==> config.mk <==
export PLATFORM = sky130hd
export DESIGN_NAME = adder_result_collector_flat
export DESIGN_NICKNAME = d
export VERILOG_FILES = /design/src/rtl/adder_result_collector_if.sv /design/src/rtl/adder_result_collector.sv /design/src/flat_wrapper.sv
export SDC_FILE = /design/constraint.sdc
export NUM_CORES = 1
export LEC_CHECK = 0
export ABC_AREA = 1
export ABC_CLOCK_PERIOD_IN_PS = 2250
export CORE_AREA = 2 2 113 115
export CTS_CLUSTER_DIAMETER = 30
export DETAILED_ROUTE_END_ITERATION = 6
export DIE_AREA = 0 0 115 117
export PLACE_DENSITY = 0.73
export SYNTH_ARGS = -nofsm -noshare
export SYNTH_HDL_FRONTEND = slang
export SYNTH_SLANG_ARGS = --single-unit
==> constraint.sdc <==
create_clock -name clk -period 2.25 [get_ports clk]
set_input_delay 0.45 -clock clk [delete_from_list [all_inputs] [get_ports clk]]
set_output_delay 0.45 -clock clk [all_outputs]
set_load 0.005 [all_outputs]
==> src/rtl/adder_result_collector_if.sv <==
// Handshake bundle between the operand source/adder/consumer and the result collector.
interface adder_result_collector_if #(
  parameter int unsigned WIDTH   = 16,
  parameter int unsigned LATENCY = 3,
  parameter int unsigned DEPTH   = 8
);
  localparam int unsigned CntW = $clog2(DEPTH + 1);
  localparam int unsigned InfW = $clog2(LATENCY + 1);

  logic             issue_valid;
  logic             issue_ready;
  logic [WIDTH-1:0] sum;
  logic             cout;
  logic             out_valid;
  logic             out_ready;
  logic [WIDTH:0]   out_data;
  logic [CntW-1:0]  count;
  logic [InfW-1:0]  inflight;
  logic             overflow_err;

  // Environment side: operand source, adder outputs and result consumer.
  modport master (
    output issue_valid, sum, cout, out_ready,
    input  issue_ready, out_valid, out_data, count, inflight, overflow_err
  );

  // Collector side.
  modport slave (
    input  issue_valid, sum, cout, out_ready,
    output issue_ready, out_valid, out_data, count, inflight, overflow_err
  );
endinterface

==> src/rtl/adder_result_collector.sv <==
// Collects {cout,sum} from a fixed-latency, flow-control-free adder into a FWFT FIFO and
// throttles operand issue with credits so no result is ever dropped.
module adder_result_collector #(
  parameter int unsigned WIDTH   = 16,
  parameter int unsigned LATENCY = 3,
  parameter int unsigned DEPTH   = 8
) (
  input logic                    clk,
  input logic                    reset,
  adder_result_collector_if.slave bus
);
  localparam int unsigned PtrW = $clog2(DEPTH);
  localparam int unsigned CntW = $clog2(DEPTH + 1);
  localparam int unsigned InfW = $clog2(LATENCY + 1);
  localparam int unsigned CrdW = $clog2(DEPTH + LATENCY + 1);

  logic [LATENCY-1:0] pipe_q, pipe_d;
  logic [PtrW-1:0]    wr_ptr_q, wr_ptr_d;
  logic [PtrW-1:0]    rd_ptr_q, rd_ptr_d;
  logic [CntW-1:0]    count_q, count_d;
  logic [InfW-1:0]    inflight_q, inflight_d;
  logic               overflow_q, overflow_d;
  logic [WIDTH:0]     mem_q [DEPTH];

  logic            issue_ready;
  logic            issue_fire;
  logic            capture;
  logic            pop;
  logic            full;
  logic            wr_en;
  logic [CrdW-1:0] credit_used;

  // Credit accounting and handshake decode; issue_ready depends on registered state only.
  always_comb begin
    credit_used = CrdW'(count_q) + CrdW'(inflight_q);
    issue_ready = credit_used < CrdW'(DEPTH);
    issue_fire  = bus.issue_valid & issue_ready;
    capture     = pipe_q[LATENCY-1];
    full        = (count_q == CntW'(DEPTH));
    pop         = (count_q != '0) & bus.out_ready;
    // A pop in the same cycle frees the slot being written, so a full FIFO still accepts.
    wr_en       = capture & (~full | pop);
  end

  // Next-state for the issue pipe, pointers, occupancy, in-flight count and error flag.
  always_comb begin
    pipe_d     = pipe_q;
    wr_ptr_d   = wr_ptr_q;
    rd_ptr_d   = rd_ptr_q;
    count_d    = count_q;
    inflight_d = inflight_q;
    overflow_d = overflow_q;

    pipe_d[0] = issue_fire;
    for (int unsigned i = 1; i < LATENCY; i++) begin
      pipe_d[i] = pipe_q[i-1];
    end

    if (wr_en) begin
      wr_ptr_d = PtrW'(wr_ptr_q + 1'b1);
    end
    if (pop) begin
      rd_ptr_d = PtrW'(rd_ptr_q + 1'b1);
    end

    unique case ({wr_en, pop})
      2'b10:   count_d = count_q + CntW'(1);
      2'b01:   count_d = count_q - CntW'(1);
      default: count_d = count_q;
    endcase

    unique case ({issue_fire, capture})
      2'b10:   inflight_d = inflight_q + InfW'(1);
      2'b01:   inflight_d = inflight_q - InfW'(1);
      default: inflight_d = inflight_q;
    endcase

    // Only reachable if the adder latency disagrees with LATENCY.
    if (capture && full && !pop) begin
      overflow_d = 1'b1;
    end
  end

  // Control state register with synchronous reset.
  always_ff @(posedge clk) begin
    if (reset) begin
      pipe_q     <= '0;
      wr_ptr_q   <= '0;
      rd_ptr_q   <= '0;
      count_q    <= '0;
      inflight_q <= '0;
      overflow_q <= 1'b0;
    end else begin
      pipe_q     <= pipe_d;
      wr_ptr_q   <= wr_ptr_d;
      rd_ptr_q   <= rd_ptr_d;
      count_q    <= count_d;
      inflight_q <= inflight_d;
      overflow_q <= overflow_d;
    end
  end

  // Result storage; contents need no reset since count gates visibility.
  always_ff @(posedge clk) begin
    if (!reset && wr_en) begin
      mem_q[wr_ptr_q] <= {bus.cout, bus.sum};
    end
  end

  assign bus.issue_ready  = issue_ready;
  assign bus.out_valid    = (count_q != '0);
  assign bus.out_data     = mem_q[rd_ptr_q];
  assign bus.count        = count_q;
  assign bus.inflight     = inflight_q;
  assign bus.overflow_err = overflow_q;
endmodule

==> src/flat_wrapper.sv <==
// flat-port wrapper written by rule: the top's interface ports become plain ports
module adder_result_collector_flat 
#(
  parameter int unsigned WIDTH   = 16,
  parameter int unsigned LATENCY = 3,
  parameter int unsigned DEPTH   = 8
)
  (clk, reset, bus_issue_valid, bus_sum, bus_cout, bus_out_ready, bus_issue_ready, bus_out_valid, bus_out_data, bus_count, bus_inflight, bus_overflow_err);
  adder_result_collector_if #(.WIDTH(WIDTH), .LATENCY(LATENCY), .DEPTH(DEPTH)) bus_i ();
  input logic clk;
  input logic reset;
  input wire logic [$bits(bus_i.issue_valid)-1:0] bus_issue_valid;
  input wire logic [$bits(bus_i.sum)-1:0] bus_sum;
  input wire logic [$bits(bus_i.cout)-1:0] bus_cout;
  input wire logic [$bits(bus_i.out_ready)-1:0] bus_out_ready;
  output wire logic [$bits(bus_i.issue_ready)-1:0] bus_issue_ready;
  output wire logic [$bits(bus_i.out_valid)-1:0] bus_out_valid;
  output wire logic [$bits(bus_i.out_data)-1:0] bus_out_data;
  output wire logic [$bits(bus_i.count)-1:0] bus_count;
  output wire logic [$bits(bus_i.inflight)-1:0] bus_inflight;
  output wire logic [$bits(bus_i.overflow_err)-1:0] bus_overflow_err;
  assign bus_i.issue_valid = bus_issue_valid;
  assign bus_i.sum = bus_sum;
  assign bus_i.cout = bus_cout;
  assign bus_i.out_ready = bus_out_ready;
  assign bus_issue_ready = bus_i.issue_ready;
  assign bus_out_valid = bus_i.out_valid;
  assign bus_out_data = bus_i.out_data;
  assign bus_count = bus_i.count;
  assign bus_inflight = bus_i.inflight;
  assign bus_overflow_err = bus_i.overflow_err;
  adder_result_collector #(.WIDTH(WIDTH), .LATENCY(LATENCY), .DEPTH(DEPTH)) u_core (.clk(clk), .reset(reset), .bus(bus_i));
endmodule
==> summary.md, run 1 <==
| Metric | Value |
|---|---|
| Core area | 12300 um^2 |
| CTS Root Cell | clkbuf_16 |
| Fin. Hold Viols | 0 |
| Clock transition at path regs | 0.06 ns |
| IO buf count | 46 |
| Seq/Total Area, Yosys | 0.721 |
| Async S/R FF share, synth | 0 |
| Final min period | 2.43 ns |
| PwrDens | 1110 nW/um^2 |
| DIE AREA | 13500 um^2 |
| RSZ-0062 raised after global routing | true |
| RR Endpoint | u_core.bus.inflight[1]$_SDFFE_PP0P_ |
| Failing checks | setup timing |
| Met2 Use GR | 0.312 |
| Crit path launch type | flop |
| Comb pwr share | 0.288 |
| Slew HR | 0.754 |
| Post-route insts no fill | 747 |
| Per-cell routed wire length | 17.1 um |
| Starting Density | 0.503 |
| Sequential Power Share | 0.386 |
| Internal reg-to-reg setup slack | 0.04 ns |
| Tot GR Track Use | 0.193 |
| ANT nets after route | 0 |
| Top post-synthesis cells by count | edfxtp_1, nor2_1, nand2_1 |
| Clock buffer depth | 2 |
| PnR worst setup slack | -0.181 ns |
| Met3 Use GR | 0.0536 |
| WP data required | 1.80 ns |
| Die height | 117 um |
| Cell Area, Synth | 6190 um^2 |
| Top post-synthesis cells by area | edfxtp_1, dfxtp_1, nor2_1 |
| Critical Path Fanout Max | 27 |
| Sw Ratio | 0.289 |
| Layout Area Growth over Synthesis | 26.2% |
| Seq cells post-synth | 155 |
| Placed Instance Area | 7040 um^2 |
| FILL cells | 894 |
| Setup violators final | 4 |
| Die X | 115 um |
| Design Area, Final | 7820 um^2 |
| Diode count | 0 |
| Avg Inst Size Synth | 12.3 um^2 |
| Routability cong. | 0.785 |
| Gr ovfl total | 0 |
| DP HPWL | 7750 um |
| Number of flops mapped to enable cells by yosys | 136 |
| FMAX | 411 MHz |
| FF-to-FF path depth | 13 |
| P_leak | 2.86 nW |
| Hold Crit Depth | 2 |
| Largest net degree at the start of global routing | 49 |
| Nature of the critical path endpoint | output pin |
| Main synth FF type | edfxtp_1 |
| Grt peak-use layer | met2 |
| Hold WC Path Type | flop to flop |
| YS warnings | 0 |
| Cell taking the most area after synthesis | edfxtp_1 |
| Status | complete, but fails checks |
| Clk Latency, worst-skew pair | 0.41 ns |
| Vias/cell | 5.38 |
| Clk pwr share | 0.326 |
| Worst slack at placement | -0.134 ns |
| H-tree Lvls | 4 |
| Pint | 6.16 mW |
| Nets | 612 |
| Share of cells above drive strength 1 | 0.154 |
| VDD IR max | 599 uV |
| Met1 Track Usage GR | 0.253 |
| DR iter-0 viols | 317 |
| Num CTS Buffers | 17 |
| Synth cell types | 30 |
| 1st-pass router iterations | 5 |
| Antenna violations before repair | 0 |
| Max cap viols | 0 |
| Critical Path AT | 1.98 ns |
| Hold_buf cts | 0 |
| Clk_skew | 0.00805 ns |
| Vias in the first global route | 3878 |
| Hold path startpoint | u_core.pipe_q[0]$_SDFF_PP0_ |
| Io pins | 47 |
| WS Path Type | flop to output pin |
| Top cell type's share of synthesized area | 0.659 |
| Synthesized Nets | 531 |
| Post-Syn Instances | 503 |
| Most frequent cell after synthesis | edfxtp_1 |
| CTS tree | yes |
| Drt drc | 0 |
| Sw power | 2.50 mW |
| Total routed wirelength | 12800 um |
| Hold worst-path end | u_core.pipe_q[1]$_SDFF_PP0_ |
| Clk sinks | 155 |
| Placed cell count | 707 |
| Worst-Margin Slew | 0.368 ns |
| R2R Path Start | u_core.bus.inflight[1]$_SDFFE_PP0P_ |
| Count of final max-slew check failures | 0 |
| Via Count | 4020 |
| First-pass GRT wire length | 19600 um |
| Period utilisation layout | 1.08 |
| Rows | 41 |
-- area by class of cell --
type	instances	area [um^2]	area share
Clock inverter	13	150	0.0192
Clock buffer	19	433	0.0554
Multi-Input combinational cell	305	1620	0.207
Timing Repair Buffer	85	878	0.112
Tap cell	150	188	0.0240
Sequential cell	155	4470	0.572
Inverter	20	75.1	0.00960
-- logic make-up after synthesis --
| kind of cell | Yosys count | share of synthesized area |
|---|---|---|
| AO/OA/AOI/OAI | 104 | 0.0875 |
| XOR/XNOR | 5 | 0.00707 |
| adder cells (fa/ha/maj) | 7 | 0.0141 |
| buffers and inverters | 43 | 0.0317 |
| flip-flops | 155 | 0.721 |
| multiplexers | 17 | 0.0275 |
| AND/OR/NAND/NOR | 172 | 0.111 |
-- state kept, by name, indices dropped and copies added (netlist names), named ones only --
register                 count
u_core.bus.count             4
u_core.bus.inflight          2
u_core.mem_q               136
u_core.pipe_q                3
u_core.bus.overflow_err      1
u_core.rd_ptr_q              3
u_core.wr_ptr_q              3
-- routing by layer --
metal	up-vias	share of wire
met5	-	0
met4	0	0.010
met3	15	0.047
met2	112	0.50
met1	1937	0.44
li1	1956	-
-- worst max-delay path, cell delays in order (launching register included) --
cell and delay (ns):
dfxtp_4 0.39, inv_2 0.11, buf_12 0.18, nor2_1 0.05
o22ai_1 0.15, nand2_1 0.09, nand2_1 0.09, clkdlybuf4s50_1 0.50
-- placed cells by master, fill, tap and decap left out, types with 17 or more instances in the layout --
master	count
edfxtp_1	136
nor2_1	85
nand2_1	61
o21ai_0	47
clkdlybuf4s50_1	32
o21ai_1	29
buf_4	26
mux2i_1	17
o22ai_1	17
clkbuf_16	17
-- per-stage QoR --
| step | hold slack [ns] | power (mW) | util | TNS (ns) |
|---|---|---|---|---|
| 6_report | 0.403 | 8.66 | 0.635 | -0.678 |
| 5_1_grt | 0.423 | 9.11 | 0.635 | -1.30 |
| 4_1_cts | 0.405 | 8.53 | 0.623 | -2.50 |
| 2_1_floorplan | 0.388 | 4.69 | - | 0 |
| 3_3_place_gp | 0.389 | 5.60 | 0.571 | -0.0273 |
| 3_5_place_dp | 0.395 | 5.66 | 0.571 | -0.843 |
-- power by group through the flow --
stage | clock, mW | combinational (mW) | sequential, mW
2_1_floorplan | 0 | 1.33 | 3.36
3_3_place_gp | 0 | 2.23 | 3.37
3_5_place_dp | 0 | 2.28 | 3.37
4_1_cts | 2.85 | 2.36 | 3.32
5_1_grt | 2.98 | 2.77 | 3.35
6_report | 2.82 | 2.50 | 3.34
-- repair_timing --
item,CTS,global route
endpoints found under the hold margin,0,0
gates resized for setup,13,47
setup endpoints to repair,18,21
buffers inserted,5,5
pin swaps,2,6
-- worst max-delay path by stage --
stage                                                 from                          endpoint  slack, ns  cells after the start
final                                                 flop                  bus_out_data[10]      -0.18                      7
after global routing                                  flop                   bus_out_data[7]      -0.31                      8
after CTS                                             flop                  bus_out_data[16]      -0.20                      7
after detailed placement                     bus_out_ready  u_core.bus.count[2]$_SDFFE_PP0P_      -0.13                     13
after global placement                       bus_out_ready  u_core.bus.count[2]$_SDFFE_PP0P_      -0.03                     13
after floorplan           u_core.bus.count[0]$_SDFFE_PP0P_      u_core.mem_q[0][0]$_DFFE_PP_       0.16                      5
Note: power is estimated with default switching activity, not from simulation.
==> run 2: changes to the inputs <==
- MAX_ROUTING_LAYER: not set -> met4
==> summary.md, run 2 (synthesis results as in run 1) <==
| Metric | Value |
|---|---|
| Drt drc | 0 |
| CTS tree | yes |
| Setup violators final | 4 |
| DIE AREA | 13500 um^2 |
| Nets | 612 |
| Commonest non-fill, non-tap cells in the layout | edfxtp_1, nor2_1, nand2_1 |
| Layout Area Growth over Synthesis | 26.2% |
| Design Power | 8.65 mW |
| Area of the multi-input gates | 1620 um^2 |
| Core Util, Final | 0.635 |
| Slew HR | 0.753 |
| Total routed wirelength | 12700 um |
| Met2 wire len | 6380 um |
| Share of cells above drive strength 1 | 0.154 |
| Crit-path slowest cell | clkdlybuf4s50_1 |
| Gr ovfl total | 0 |
| Uppermost routed layer | met4 |
| PnR worst setup slack | -0.189 ns |
| DR iter-0 viols | 345 |
| Status | complete, but fails checks |
| Final min period | 2.44 ns |
| Vias/cell | 5.39 |
| Vias in the first global route | 3888 |
| P_leak | 2.86 nW |
| Total negative slack | -0.687 ns |
| Routability cong. | 0.796 |
| Met3 wire length | 578 um |
| Tot GR Track Use | 0.198 |
| Clock transition at path regs | 0.06 ns |
| Flip-flop count of the largest register after layout | 136 |
| Hold_ws | 0.403 ns |
| Num CTS Buffers | 17 |
| Diode count | 0 |
| Pint | 6.16 mW |
| Critical Path Fanout Max | 27 |
| Io pins | 47 |
| M1 wire length | 5620 um |
| Hold WC Path Type | flop to flop |
| Sw power | 2.49 mW |
| Die height | 117 um |
| Max cap viols | 0 |
| Via Count | 4026 |
| Failing checks | setup timing |
| Starting Density | 0.503 |
| CTS Root Cell | clkbuf_16 |
| WS Path Type | flop to output pin |
| VDD IR max | 602 uV |
| CP max stage delay | 0.50 ns |
| Buf/Inv on CP | 3 |
| H-tree Lvls | 4 |
| Largest net degree at the start of global routing | 49 |
| CP top delay family | buffers and inverters |
| Biggest register | u_core.mem_q |
| Sw Ratio | 0.288 |
| IO buf count | 46 |
| Crit path launch type | flop |
| 1st-pass router iterations | 5 |
| Period utilisation layout | 1.08 |
| FILL cells | 895 |
| Clk pwr share | 0.325 |
| Nature of the critical path endpoint | output pin |
| Crit-path cells | inv_2, buf_12, nor2_1, o22ai_1, nand2_1, nand2_1, clkdlybuf4s50_1 |
| DP HPWL | 7750 um |
| Clk sinks | 155 |
| Crit path top cell by count | nand2_1 |
| Clock buffer depth | 2 |
| FF+latch area | 4470 um^2 |
| Antenna violations before repair | 0 |
| Clk_skew | 0.00772 ns |
| FMAX | 410 MHz |
| PwrDens | 1110 nW/um^2 |
| Clk Latency, worst-skew pair | 0.41 ns |
| RSZ-0062 raised after global routing | true |
| Fin. Hold Viols | 0 |
| Worst-Margin Slew | 0.370 ns |
| WP data required | 1.80 ns |
| Most common cell after layout, fill and taps aside | edfxtp_1 |
| Sequential Power Share | 0.387 |
| Die X | 115 um |
| ANT nets after route | 0 |
| Count of final max-slew check failures | 0 |
| Core area | 12300 um^2 |
| Comb pwr share | 0.288 |
| First-pass GRT wire length | 19600 um |
| Rows | 41 |
| Per-cell routed wire length | 17.0 um |
| Critical Path AT | 1.99 ns |
## run 2: layout make-up
class                      count  share of cell area
sequential                   155               0.572
multi-input combinational    305               0.207
timing repair buffer          85               0.112
clock buffer                  19              0.0554
tap                          150              0.0240
clock inverter                13              0.0192
inverter                      20             0.00961
## run 2: layer usage
layer / up-vias / GRT usage
li1: 1956 / -
met3: 16 / 0.0448
met5: - / -
met1: 1940 / 0.254
met4: 0 / 0.0763
met2: 114 / 0.313
## run 2: path summary, 6_finish.rpt
path                                                          start                                   to  slack [ns]  cells after the start
worst max-delay path                                           flop                     bus_out_data[10]       -0.19                      7
worst min-delay path                    u_core.pipe_q[0]$_SDFF_PP0_          u_core.pipe_q[1]$_SDFF_PP0_        0.40                      2
worst max register to register  u_core.bus.inflight[1]$_SDFFE_PP0P_  u_core.bus.inflight[1]$_SDFFE_PP0P_        0.04                     13
worst min register to register          u_core.pipe_q[0]$_SDFF_PP0_          u_core.pipe_q[1]$_SDFF_PP0_        0.40                      2
## run 2: what timing repair did
item,in CTS,in global routing
endpoints found under the setup margin,18,20
hold buffers,0,0
resized for setup,13,46
buffers inserted,5,5
pin swaps,2,6
## run 2: stage by stage
step	std cells	area, um^2	setup WS (ns)
after floorplan	503	6200	0.159
after global placement	707	7040	-0.0273
after detailed placement	707	7040	-0.134
after CTS	744	7670	-0.201
after global routing	747	7820	-0.310
final	747	7820	-0.189
## run 2: power by group through the flow
stage | Sequential [mW] | Combinational [mW] | Clock, mW
final | 3.34 | 2.49 | 2.81
after global routing | 3.35 | 2.77 | 2.97
after floorplan | 3.36 | 1.33 | 0
after global placement | 3.37 | 2.23 | 0
after detailed placement | 3.37 | 2.28 | 0
after CTS | 3.32 | 2.36 | 2.85
## run 2: worst min-delay path, stage by stage (launching register included)
cell	delay, ns
dfxtp_1	0.30
inv_1	0.04
nor2_1	0.03
==> run 3: changes to the inputs <==
- CORE_AREA: 2 2 113 115 -> 2 2 81 160
- DIE_AREA: 0 0 115 117 -> 0 0 83 162
- GPL_ROUTABILITY_DRIVEN: not set -> 0
==> summary.md, run 3 (synthesis results as in run 1) <==
| Metric | Value |
|---|---|
| Status | complete, but fails checks |
| Failing checks | setup timing |
| Clk sinks | 155 |
| Vias/cell | 5.66 |
| Vias in the first global route | 4513 |
| Period utilisation layout | 1.01 |
| Die X | 83 um |
| FMAX | 438 MHz |
| Flip-flop count of the largest register after layout | 136 |
| Count of final max-slew check failures | 0 |
| Clk_skew | 0.00630 ns |
| Rows | 57 |
| FF-to-FF path depth | 12 |
| Setup violators final | 1 |
| RSZ-0062 raised after global routing | true |
| Diode count | 0 |
| PnR worst setup slack | -0.0312 ns |
| Total negative slack | -0.0312 ns |
| Total routed wirelength | 15500 um |
| Crit path launch type | flop |
| Antenna violations before repair | 0 |
| Clock buffer depth | 2 |
| Num CTS Buffers | 17 |
| Die height | 162 um |
| VDD IR max | 785 uV |
| Largest net degree at the start of global routing | 35 |
| Biggest register | u_core.mem_q |
| CTS Root Cell | clkbuf_16 |
| Core Util, Final | 0.674 |
| WP data required | 1.80 ns |
| Io pins | 47 |
| Layout Area Growth over Synthesis | 32.6% |
| Nets | 629 |
| WS Path Type | flop to output pin |
| DR iter-0 viols | 431 |
| Core area | 12200 um^2 |
| Drt drc | 0 |
| Hold worst-path end | u_core.pipe_q[1]$_SDFF_PP0_ |
| H-tree Lvls | 4 |
| Most common cell after layout, fill and taps aside | edfxtp_1 |
| PwrDens | 1130 nW/um^2 |
| DP HPWL | 8250 um |
| DIE AREA | 13400 um^2 |
| Max cap viols | 0 |
| Share of cells above drive strength 1 | 0.254 |
| Internal reg-to-reg setup slack | 0.11 ns |
| R2R Path Start | u_core.bus.inflight[1]$_SDFFE_PP0P_ |
| Critical Path AT | 1.83 ns |
| Per-cell routed wire length | 20.4 um |
| FILL cells | 831 |
| Clk Latency, worst-skew pair | 0.41 ns |
| Critical Path Fanout Max | 6 |
| Final min period | 2.28 ns |
| P_leak | 2.94 nW |
| CTS tree | yes |
| First-pass GRT wire length | 23900 um |
| Via Count | 4310 |
| Nature of the critical path endpoint | output pin |
| Worst-Margin Slew | 0.354 ns |
| 1st-pass router iterations | 5 |
| Hold WC Path Type | flop to flop |
| Gr ovfl total | 0 |
| Clock transition at path regs | 0.06 ns |
| IO buf count | 46 |
| Slew HR | 0.763 |
| Hold_buf cts | 0 |
| Hold Crit Depth | 2 |
| Starting Density | 0.508 |
| Hold path startpoint | u_core.pipe_q[0]$_SDFF_PP0_ |
| RR Endpoint | u_core.bus.inflight[1]$_SDFFE_PP0P_ |
| Tot GR Track Use | 0.242 |
| Commonest non-fill, non-tap cells in the layout | edfxtp_1, nor2_1, nand2_1 |
| ANT nets after route | 0 |
| Fin. Hold Viols | 0 |
-- run 3: cell types whose count changed in the layout (fill, tap and decap cells not counted), moves of 9 or more --
cell and delta:
buf_2 +10, dlymetal6s2s_1 -9, nor2_1 -18, nor2_2 +14, o21ai_0 -18, o21ai_2 +10
-- run 3: critical path, stage by stage (launching register included) --
cell and delay [ns]:
dfxtp_4 0.38, buf_12 0.14, buf_4 0.12, buf_12 0.12, mux2i_1 0.26, o22ai_2 0.09
nand2_1 0.09, nand2_1 0.08, buf_2 0.14
-- run 3: how the worst max path moves through the flow --
stage	cells past startpoint	end	slack, ns
final	8	bus_out_data[13]	-0.03
after global routing	8	bus_out_data[13]	-0.08
after CTS	11	bus_out_data[0]	-0.11
after detailed placement	13	u_core.bus.count[2]$_SDFFE_PP0P_	-0.11
after global placement	13	u_core.bus.count[2]$_SDFFE_PP0P_	0.01
after floorplan	5	u_core.mem_q[0][0]$_DFFE_PP_	0.16
-- run 3: metal layers --
metal,global-route usage,up-vias,wire [um],part of all wire
li1,-,1994,-,-
met1,0.260,2109,5520,0.36
met2,0.426,163,8710,0.56
met3,0.0376,44,658,0.042
met4,0.129,0,633,0.041
met5,-,-,0,0
-- run 3: power by group --
| part | total, mW | switching [mW] | internal [mW] |
|---|---|---|---|
| Sequential | 3.34 | 0.115 | 3.23 |
| Combinational | 3.25 | 1.63 | 1.61 |
| Clock | 2.67 | 1.06 | 1.60 |
-- run 3: stage by stage --
step | total power, mW | instances | hold WS, ns | worst slack (ns) | cell area [um^2]
3_3_place_gp | 5.59 | 698 | 0.393 | 0.00976 | 7050
4_1_cts | 9.11 | 762 | 0.411 | -0.114 | 8110
2_1_floorplan | 4.69 | 503 | 0.388 | 0.159 | 6200
6_report | 9.25 | 761 | 0.422 | -0.0312 | 8210
5_1_grt | 9.67 | 761 | 0.428 | -0.0778 | 8210
3_5_place_dp | 5.69 | 698 | 0.403 | -0.115 | 7050
-- run 3: repair_timing --
| action | 4_1_cts | 5_1_grt |
|---|---|---|
| gates cloned | 7 | 1 |
| pin swaps | 17 | 22 |
| endpoints found under the setup margin | 18 | 20 |
| gates resized for setup | 104 | 76 |
| buffers inserted | 25 | 5 |
-- run 3: final cells by class --
class,count,area (um^2),area share
Clock buffer,25,485,0.0591
Clock inverter,7,66.3,0.00807
Inverter,20,88.8,0.0108
Multi-Input combinational cell,305,1750,0.213
Sequential cell,155,4480,0.545
Tap cell,147,184,0.0224
Timing Repair Buffer,102,1170,0.142
